--- src/rtl/fifo_arb_pkg.sv ---
// rtl/fifo_arb_pkg.sv - shared types and constants for the FIFO write arbiter
package fifo_arb_pkg;

   typedef enum logic [0:0] {
      IDLE  = 1'b0,
      BURST = 1'b1
   } arb_state_t;

   localparam int STAT_W = 8;   // width of per-requester accepted-beat counters
   localparam int CNT_W  = 8;   // beat counter width, covers MAX_BURST up to 255

   // Index width for a requester vector; never narrower than one bit.
   function automatic int req_idx_w(input int n);
      return (n > 1) ? $clog2(n) : 1;
   endfunction

endpackage

--- src/rtl/fifo_write_arbiter_rr_pick.sv ---
// rtl/fifo_write_arbiter_rr_pick.sv - combinational round-robin priority pick
//
// Purpose: finds the first asserted bit of valid, searching from last_ptr+1
//          upward and wrapping, so the previous owner has lowest priority.
// Ports:
//   valid    in  NUM_REQ  request vector
//   last_ptr in  IDX_W    index of the previous owner
//   found    out 1        some request is asserted
//   index    out IDX_W    winning index (0 when nothing found)
module rr_pick #(
   parameter int NUM_REQ = 4,
   parameter int IDX_W   = 2
) (
   input  logic [NUM_REQ-1:0] valid,
   input  logic [IDX_W-1:0]   last_ptr,
   output logic               found,
   output logic [IDX_W-1:0]   index
);

   int               w_sum;
   logic [IDX_W-1:0] w_idx;

   // Scan from the farthest candidate down to the nearest; the last hit
   // written is therefore the nearest one after last_ptr.
   always_comb begin
      found = 1'b0;
      index = '0;
      w_sum = 0;
      w_idx = '0;
      for (int k = NUM_REQ; k >= 1; k--) begin
         w_sum = int'(last_ptr) + k;
         if (w_sum >= NUM_REQ) begin
            w_sum = w_sum - NUM_REQ;
         end
         w_idx = w_sum[IDX_W-1:0];
         if (valid[w_idx]) begin
            found = 1'b1;
            index = w_idx;
         end
      end
   end

endmodule

--- src/rtl/fifo_write_arbiter.sv ---
// rtl/fifo_write_arbiter.sv - round-robin burst arbiter for a CDC FIFO write port
//
// Purpose: shares the FIFO write port among NUM_REQ requesters. One owner at a
//          time moves up to MAX_BURST beats; FIFO full stalls the burst.
// Optional feature macro: FIFO_ARB_STATS_EN (per-requester beat counters).
// Ports:
//   clk, rst_n    clock and async active-low reset
//   req_valid     in  NUM_REQ     per-requester beat valid
//   req_last      in  NUM_REQ     final beat of requester packet
//   req_data      in  NUM_REQ*DW  requester i data at [i*DW +: DW]
//   req_ready     out NUM_REQ     beat accepted when valid & ready
//   fifo_full     in  1           FIFO full flag
//   fifo_wr_inc   out 1           FIFO write_increment
//   fifo_wr_data  out DATA_WIDTH  FIFO write_data
//   grant         out NUM_REQ     one-hot owner, 0 when idle
//   busy          out 1           burst in progress
//   stat_sel      in  log2(N)     (FIFO_ARB_STATS_EN) counter select
//   stat_count    out 8           (FIFO_ARB_STATS_EN) selected counter
module fifo_write_arbiter
   import fifo_arb_pkg::*;
#(
   parameter int NUM_REQ    = 4,
   parameter int DATA_WIDTH = 4,
   parameter int MAX_BURST  = 8
) (
   input  logic                          clk,
   input  logic                          rst_n,
   input  logic [NUM_REQ-1:0]            req_valid,
   input  logic [NUM_REQ-1:0]            req_last,
   input  logic [NUM_REQ*DATA_WIDTH-1:0] req_data,
   output logic [NUM_REQ-1:0]            req_ready,
   input  logic                          fifo_full,
   output logic                          fifo_wr_inc,
   output logic [DATA_WIDTH-1:0]         fifo_wr_data,
   output logic [NUM_REQ-1:0]            grant,
   output logic                          busy
`ifdef FIFO_ARB_STATS_EN
   ,
   input  logic [$clog2(NUM_REQ)-1:0]    stat_sel,
   output logic [STAT_W-1:0]             stat_count
`endif
);

   localparam int IDX_W = req_idx_w(NUM_REQ);

   arb_state_t            r_state, w_state_nxt;
   logic [IDX_W-1:0]      r_owner, w_owner_nxt;
   logic [IDX_W-1:0]      r_last_ptr, w_last_ptr_nxt;
   logic [CNT_W-1:0]      r_beat_cnt, w_beat_cnt_nxt;
   logic [CNT_W-1:0]      w_cnt_inc;
   logic [IDX_W-1:0]      w_pick;
   logic                  w_found;
   logic                  w_burst;
   logic                  w_owner_valid;
   logic                  w_owner_last;
   logic                  w_accept;
   logic [DATA_WIDTH-1:0] w_owner_data;

   rr_pick #(
      .NUM_REQ (NUM_REQ),
      .IDX_W   (IDX_W)
   ) u_rr_pick (
      .valid    (req_valid),
      .last_ptr (r_last_ptr),
      .found    (w_found),
      .index    (w_pick)
   );

   assign w_burst       = (r_state == BURST);
   assign w_owner_valid = req_valid[r_owner];
   assign w_owner_last  = req_last[r_owner];
   assign w_owner_data  = req_data[r_owner*DATA_WIDTH +: DATA_WIDTH];
   assign w_accept      = w_burst & w_owner_valid & ~fifo_full;
   assign w_cnt_inc     = r_beat_cnt + 1'b1;

   assign busy         = w_burst;
   assign fifo_wr_inc  = w_accept;
   assign fifo_wr_data = w_accept ? w_owner_data : '0;

   always_comb begin
      w_state_nxt    = r_state;
      w_owner_nxt    = r_owner;
      w_last_ptr_nxt = r_last_ptr;
      w_beat_cnt_nxt = r_beat_cnt;
      req_ready      = '0;
      grant          = '0;
      case (r_state)
         IDLE: begin
            if (w_found) begin
               w_state_nxt    = BURST;
               w_owner_nxt    = w_pick;
               w_beat_cnt_nxt = '0;
            end
         end
         BURST: begin
            req_ready[r_owner] = ~fifo_full;
            grant[r_owner]     = 1'b1;
            // Owner dropping valid releases the port even when the FIFO is full.
            if (!w_owner_valid) begin
               w_state_nxt    = IDLE;
               w_last_ptr_nxt = r_owner;
            end else if (!fifo_full) begin
               w_beat_cnt_nxt = w_cnt_inc;
               if (w_owner_last || (w_cnt_inc == CNT_W'(MAX_BURST))) begin
                  w_state_nxt    = IDLE;
                  w_last_ptr_nxt = r_owner;
               end
            end
         end
         default: begin
            w_state_nxt = IDLE;
         end
      endcase
   end

   always_ff @(posedge clk or negedge rst_n) begin
      if (!rst_n) begin
         r_state    <= IDLE;
         r_owner    <= '0;
         r_last_ptr <= IDX_W'(NUM_REQ - 1);
         r_beat_cnt <= '0;
      end else begin
         r_state    <= w_state_nxt;
         r_owner    <= w_owner_nxt;
         r_last_ptr <= w_last_ptr_nxt;
         r_beat_cnt <= w_beat_cnt_nxt;
      end
   end

`ifdef FIFO_ARB_STATS_EN
   logic [STAT_W-1:0] r_stat [NUM_REQ];

   always_ff @(posedge clk or negedge rst_n) begin
      if (!rst_n) begin
         for (int i = 0; i < NUM_REQ; i++) begin
            r_stat[i] <= '0;
         end
      end else if (w_accept && (r_stat[r_owner] != '1)) begin
         r_stat[r_owner] <= r_stat[r_owner] + 1'b1;
      end
   end

   assign stat_count = (int'(stat_sel) < NUM_REQ) ? r_stat[stat_sel] : '0;
`endif

endmodule
--- config.mk ---
export PLATFORM = sky130hd
export DESIGN_NAME = fifo_write_arbiter
export DESIGN_NICKNAME = d
export VERILOG_FILES = /design/src/rtl/fifo_arb_pkg.sv /design/src/rtl/fifo_write_arbiter_rr_pick.sv /design/src/rtl/fifo_write_arbiter.sv
export SDC_FILE = /design/constraint.sdc
export NUM_CORES = 1
export LEC_CHECK = 0
export CAP_MARGIN = 40
export CELL_PAD_IN_SITES_DETAIL_PLACEMENT = 0
export CELL_PAD_IN_SITES_GLOBAL_PLACEMENT = 1
export CORE_MARGIN = 4
export CORE_UTILIZATION = 25
export DETAILED_ROUTE_END_ITERATION = 7
export HOLD_SLACK_MARGIN = 0.06
export PLACE_DENSITY_LB_ADDON = 0.05
export REMOVE_ABC_BUFFERS = 1
export SETUP_SLACK_MARGIN = 0.3
export SLEW_MARGIN = 20
export SYNTH_ARGS = -nofsm -noshare
export SYNTH_HDL_FRONTEND = slang
export SYNTH_SLANG_ARGS = --single-unit
export TNS_END_PERCENT = 30
--- constraint.sdc ---
create_clock -name clk -period 5.4 [get_ports clk]
set_input_delay 1.08 -clock clk [delete_from_list [all_inputs] [get_ports clk]]
set_output_delay 1.08 -clock clk [all_outputs]
set_load 0.03 [all_outputs]
-- Word-level counts from Yosys, hierarchy flattened
Cells that the tools add are included.
- add/subtract/negate cells: 9
- order comparisons: 10
- equal/unequal tests: 6
- shift operators: 1
- multiplexer cells: 41
- bitwise gates (word level): 5
- reduce and logical (&&, ||, !) cells: 5
- operators by type and width (kind ; count):
    $mux W8 ; 3
    $mux W2 ; 11
    $pmux W8 S2 ; 1
    $shiftx A16 B5 Y4 ; 1
    $lt A2 B3 Y1 const B ; 5
    $mux W1 ; 15
    $bmux W1 S2 ; 6
    $mux W4 ; 3
    $ge A3 B3 Y1 const B ; 3
    $add A8 B1 Y8 const B ; 1
    $eq A8 B4 Y1 const B ; 1
    $sub A2 B1 Y2 const B ; 4
    $add A2 B2 Y3 const B ; 2
    $ne A2 B1 Y1 const B ; 3
    $reduce_and A3 Y1 ; 2
    $add A2 B3 Y4 const B ; 1
    $and A4 B4 Y4 ; 1
    $ge A4 B3 Y1 const B ; 1
    $ne A2 B2 Y1 const B ; 2
    $add A2 B1 Y3 const B ; 1
    $and A1 B1 Y1 ; 2
    $demux W1 S2 ; 1
    $ge A2 B1 Y1 const B ; 1
    $not A1 Y1 ; 2
    4 further kinds ; 4
- flip-flop bits (word level): 13
- bits of input ports: 27
- output and inout port bits: 14
- word-level logic and storage cells: 81

-- Depth between registers and ports, before layout
- word-level depth: 11
- mapped depth: 7
- depth with buffers taken out: 6

-- Cells and area by module
Synthesis repeated with hierarchy kept, for this count alone.
- cells, all modules: 108
- area, all modules: 1094.8 µm²
- modules (own cells, without submodules) (module ; times used ; cells each ; area an instance (µm²) ; sequential area each (µm²)):
    fifo_write_arbiter ; 1 ; 94 ; 1003.5 ; 327.8
    rr_pick ; 1 ; 14 ; 91.3 ; 0.0

-- Worst setup path before layout
No wires, ideal clock.
- path kind: input to output
- from: input req_valid[3]
- to: output fifo_wr_data[0]
- data arrival time: 2176 ps
- data required time: 4320 ps
- slack: 2144 ps
- stages on the path: 5
- buffers on the path: 1
- cells stage by stage: mux4_2 > nand3b_4 > inv_4 > buf_6 > and2_1
- longest elaborated chain between the ends: 5
- RTL lines (what ; RTL line ; RTL):
    from (decl) ; fifo_write_arbiter.sv:28 ; input logic [NUM_REQ-1:0] req_valid,
    $bmux W1 S2 ; fifo_write_arbiter.sv:70 ; assign w_owner_valid = req_valid[r_owner];
    $mux W1 (not written as such) ; fifo_write_arbiter.sv:70 ;
    $and A1 B1 Y1 (2 in a row) ; fifo_write_arbiter.sv:73 ; assign w_accept = w_burst & w_owner_valid & ~fifo_full;
    via fifo_wr_inc ; fifo_write_arbiter.sv:33 ; output logic fifo_wr_inc,
    $mux W4 ; fifo_write_arbiter.sv:78 ; assign fifo_wr_data = w_accept ? w_owner_data : '0;
    to (decl) ; fifo_write_arbiter.sv:34 ; output logic [DATA_WIDTH-1:0] fifo_wr_data,
The timed path passes the listed nets, and every way through them passes these cells. The select of a mux whose other input is x is not followed.

-- Worst setup path after layout
- from: input req_valid[3]
- to: output fifo_wr_data[0]
- longest elaborated chain between the ends: 5
- RTL lines (what ; RTL line):
    $bmux W1 S2 ; fifo_write_arbiter.sv:70
    $mux W1 (not written as such) ; fifo_write_arbiter.sv:70
    $and A1 B1 Y1 (2 in a row) ; fifo_write_arbiter.sv:73
    $mux W4 ; fifo_write_arbiter.sv:78
Every way passes these cells. The select of a mux whose other input is x is not followed.

==> run metrics <==
RSZ-0062 raised after global routing no; Clock Sinks 13; Critical Path Sink Type primary output; Routed Wire Length 2.87 mm; final worst path period share 78.2%; Synth Flop Type dfrtp_1; slowest CP cell clkdlybuf4s50_1; syn avg cell area 9.26 µm²; Nets 187; Fin. Hold Viols 0; vias in the first global route 1061; arrival time at the worst endpoint 3.14 ns; global-route wire length before repair 4.84 mm; initial core utilization 26.5%; Synth cell types 41; CTS tree built; cts bufs inserted 3; overflow left after global routing 0; number of antenna violations at the first check in global routing 0; Die Ht 74.1 µm; GRT Resource Usage Total 11.3%; Worst-Skew Late Latency 0.24 ns; max-slew violation count 0; Post-synth EDFFs 0; Ant. Diodes 0; Mapped Cells 118; Synth warnings 0; # hold bufs at CTS 0; kind of critical path input port to primary output; Worst Path Buf+Inv 3; Area Overhead vs Synth 43.1%; Critical Path RT 4.32 ns; IO Count 41; critical path's largest stage delay 0.59 ns; core footprint 0.00412 mm²; Post-CTS Setup Inserts 0; P per Cell Area 402 mW/mm²; PostCTS Resize Cnt 0; DIE WIDTH 74.1 µm; Fin Hold WS 0.555 ns; remaining antenna violation count after routing 0; root buf cell clkbuf_8; slew margin rel. 59.1%; Post-Syn Area 0.00109 mm²; Clock Path Buffers 2; status completed; most frequent cells in the layout clkdlybuf4s50_1 (40), nor2_1 (15), o21ai_0 (11), dfrtp_1 (11), nand2_1 (10); Rows 23; CP startpoint kind input port; Crit path max-delay family buffers and inverters; Yosys reg bits 13; worst slew pin tran 0.611 ns; worst-path cell chain clkdlybuf4s50_1 -> mux4_2 -> nand3b_4 -> inv_4 -> and2_1 -> clkdlybuf4s50_1; first-pass iteration count of the detailed router 4; H-tree levels 1; Max Freq 0.237 GHz; gpl congestion 0.807; number of port buffers 40; final setup TNS 0 ns; area of the die 0.00549 mm²; cell mode on critical path clkdlybuf4s50_1; drt initial violations 81; Max IR drop VDD 201 µV; Filler Cell Count 393; largest net degree at the start of global routing 14; post-DP HPWL 2.28 mm; ys async rst share 100%; layout cell share with drive strength beyond 1 8.92%; # DRC 0; Seq/Total Area, Yosys 30.0%; count of final setup violators 0; fin crit period 4.22 ns; Worst-path clk slew 0.06 ns; Crit Path Max Fanout 13; clock skew 0.00183 ns; final core occ 38.0%; routed via count 1061; max_cap viols 0; routed vias/inst 5.13; commonest non-fill, non-tap cell in the layout clkdlybuf4s50_1; worst min-delay path class flop to flop; wire per inst 13.9 µm; Leakage 0.000605 µW
==> synthesized netlist by cell type, drive strengths merged (2+ instances only) <==
library cell   n  area [µm²]
o21ai         15        75.1
o31ai          4        35.0
clkbuf         2        7.51
buf            3        30.0
nand2b         5        31.3
and2           6        37.5
nor3           4        20.0
a31oi          3        18.8
mux4           6         150
nor2          16        67.6
nand3          4        25.0
dfstp          2        52.6
dfrtp         11         275
nand2         10        37.5
mux2           2        30.0
inv            3        13.8
a21oi          3        15.0
nor4           2        12.5
ha             2        25.0
==> logic make-up after synthesis <==
family	share of synthesized area, %
simple gates	27.8
fa+ha+maj	2.29
xor+xnor	0.802
flops	30.0
buf+inv	4.70
compound gates	17.9
mux	16.5
==> state kept, by name, summed over array words and instances, names as in the netlist <==
name and cells:
r_owner 2, r_last_ptr 2, r_beat_cnt 8, busy 1
==> layout make-up <==
class / count / area [µm²] / share of cell area, %
Multi-Input combinational cell: 97 / 713 / 45.6
Timing Repair Buffer: 40 / 400 / 25.6
Inverter: 3 / 13.8 / 0.881
Tap cell: 50 / 62.6 / 4.00
Clock buffer: 4 / 45.0 / 2.88
Sequential cell: 13 / 328 / 21.0
==> worst paths after layout <==
| check | to | from | slack, ns | cells after the start |
|---|---|---|---|---|
| max in group asynchronous | r_owner[1]$_DFFE_PN0P_ | rst_n | 3.78 | 1 |
| setup / recovery | fifo_wr_data[0] | req_valid[3] | 1.18 | 6 |
| min in group asynchronous | r_beat_cnt[2]$_DFFE_PN0P_ | rst_n | 1.22 | 1 |
| hold / removal | r_beat_cnt[7]$_DFFE_PN0P_ | r_beat_cnt[7]$_DFFE_PN0P_ | 0.56 | 1 |
| setup reg to reg | r_last_ptr[0]$_DFFE_PN1P_ | r_beat_cnt[0]$_DFFE_PN0P_ | 3.29 | 6 |
| hold reg to reg | r_beat_cnt[7]$_DFFE_PN0P_ | r_beat_cnt[7]$_DFFE_PN0P_ | 0.56 | 1 |
==> power breakdown <==
part	internal, µW	switching (µW)	total (µW)
clock network	52.1	34.5	86.6
registers	128	63.3	191
logic	175	175	350
==> per-stage QoR <==
step	power, µW	area (µm²)	setup slack, ns	cells
after floorplan	415	1050	2.22	113
after global placement	551	1520	1.20	203
after detailed placement	544	1520	1.19	203
after CTS	636	1560	1.18	207
after global routing	673	1560	1.11	207
final	628	1560	1.18	207
==> per-layer routing <==
metal / wire (µm) / part of all wire (%) / global-route usage (%)
met5: 0 / 0 / 0
met4: 0 / 0 / 4.83
met3: 221 / 7.7 / 3.24
met2: 1260 / 44 / 16.8
met1: 1390 / 48 / 15.4
(Power assumes the default switching activity.)
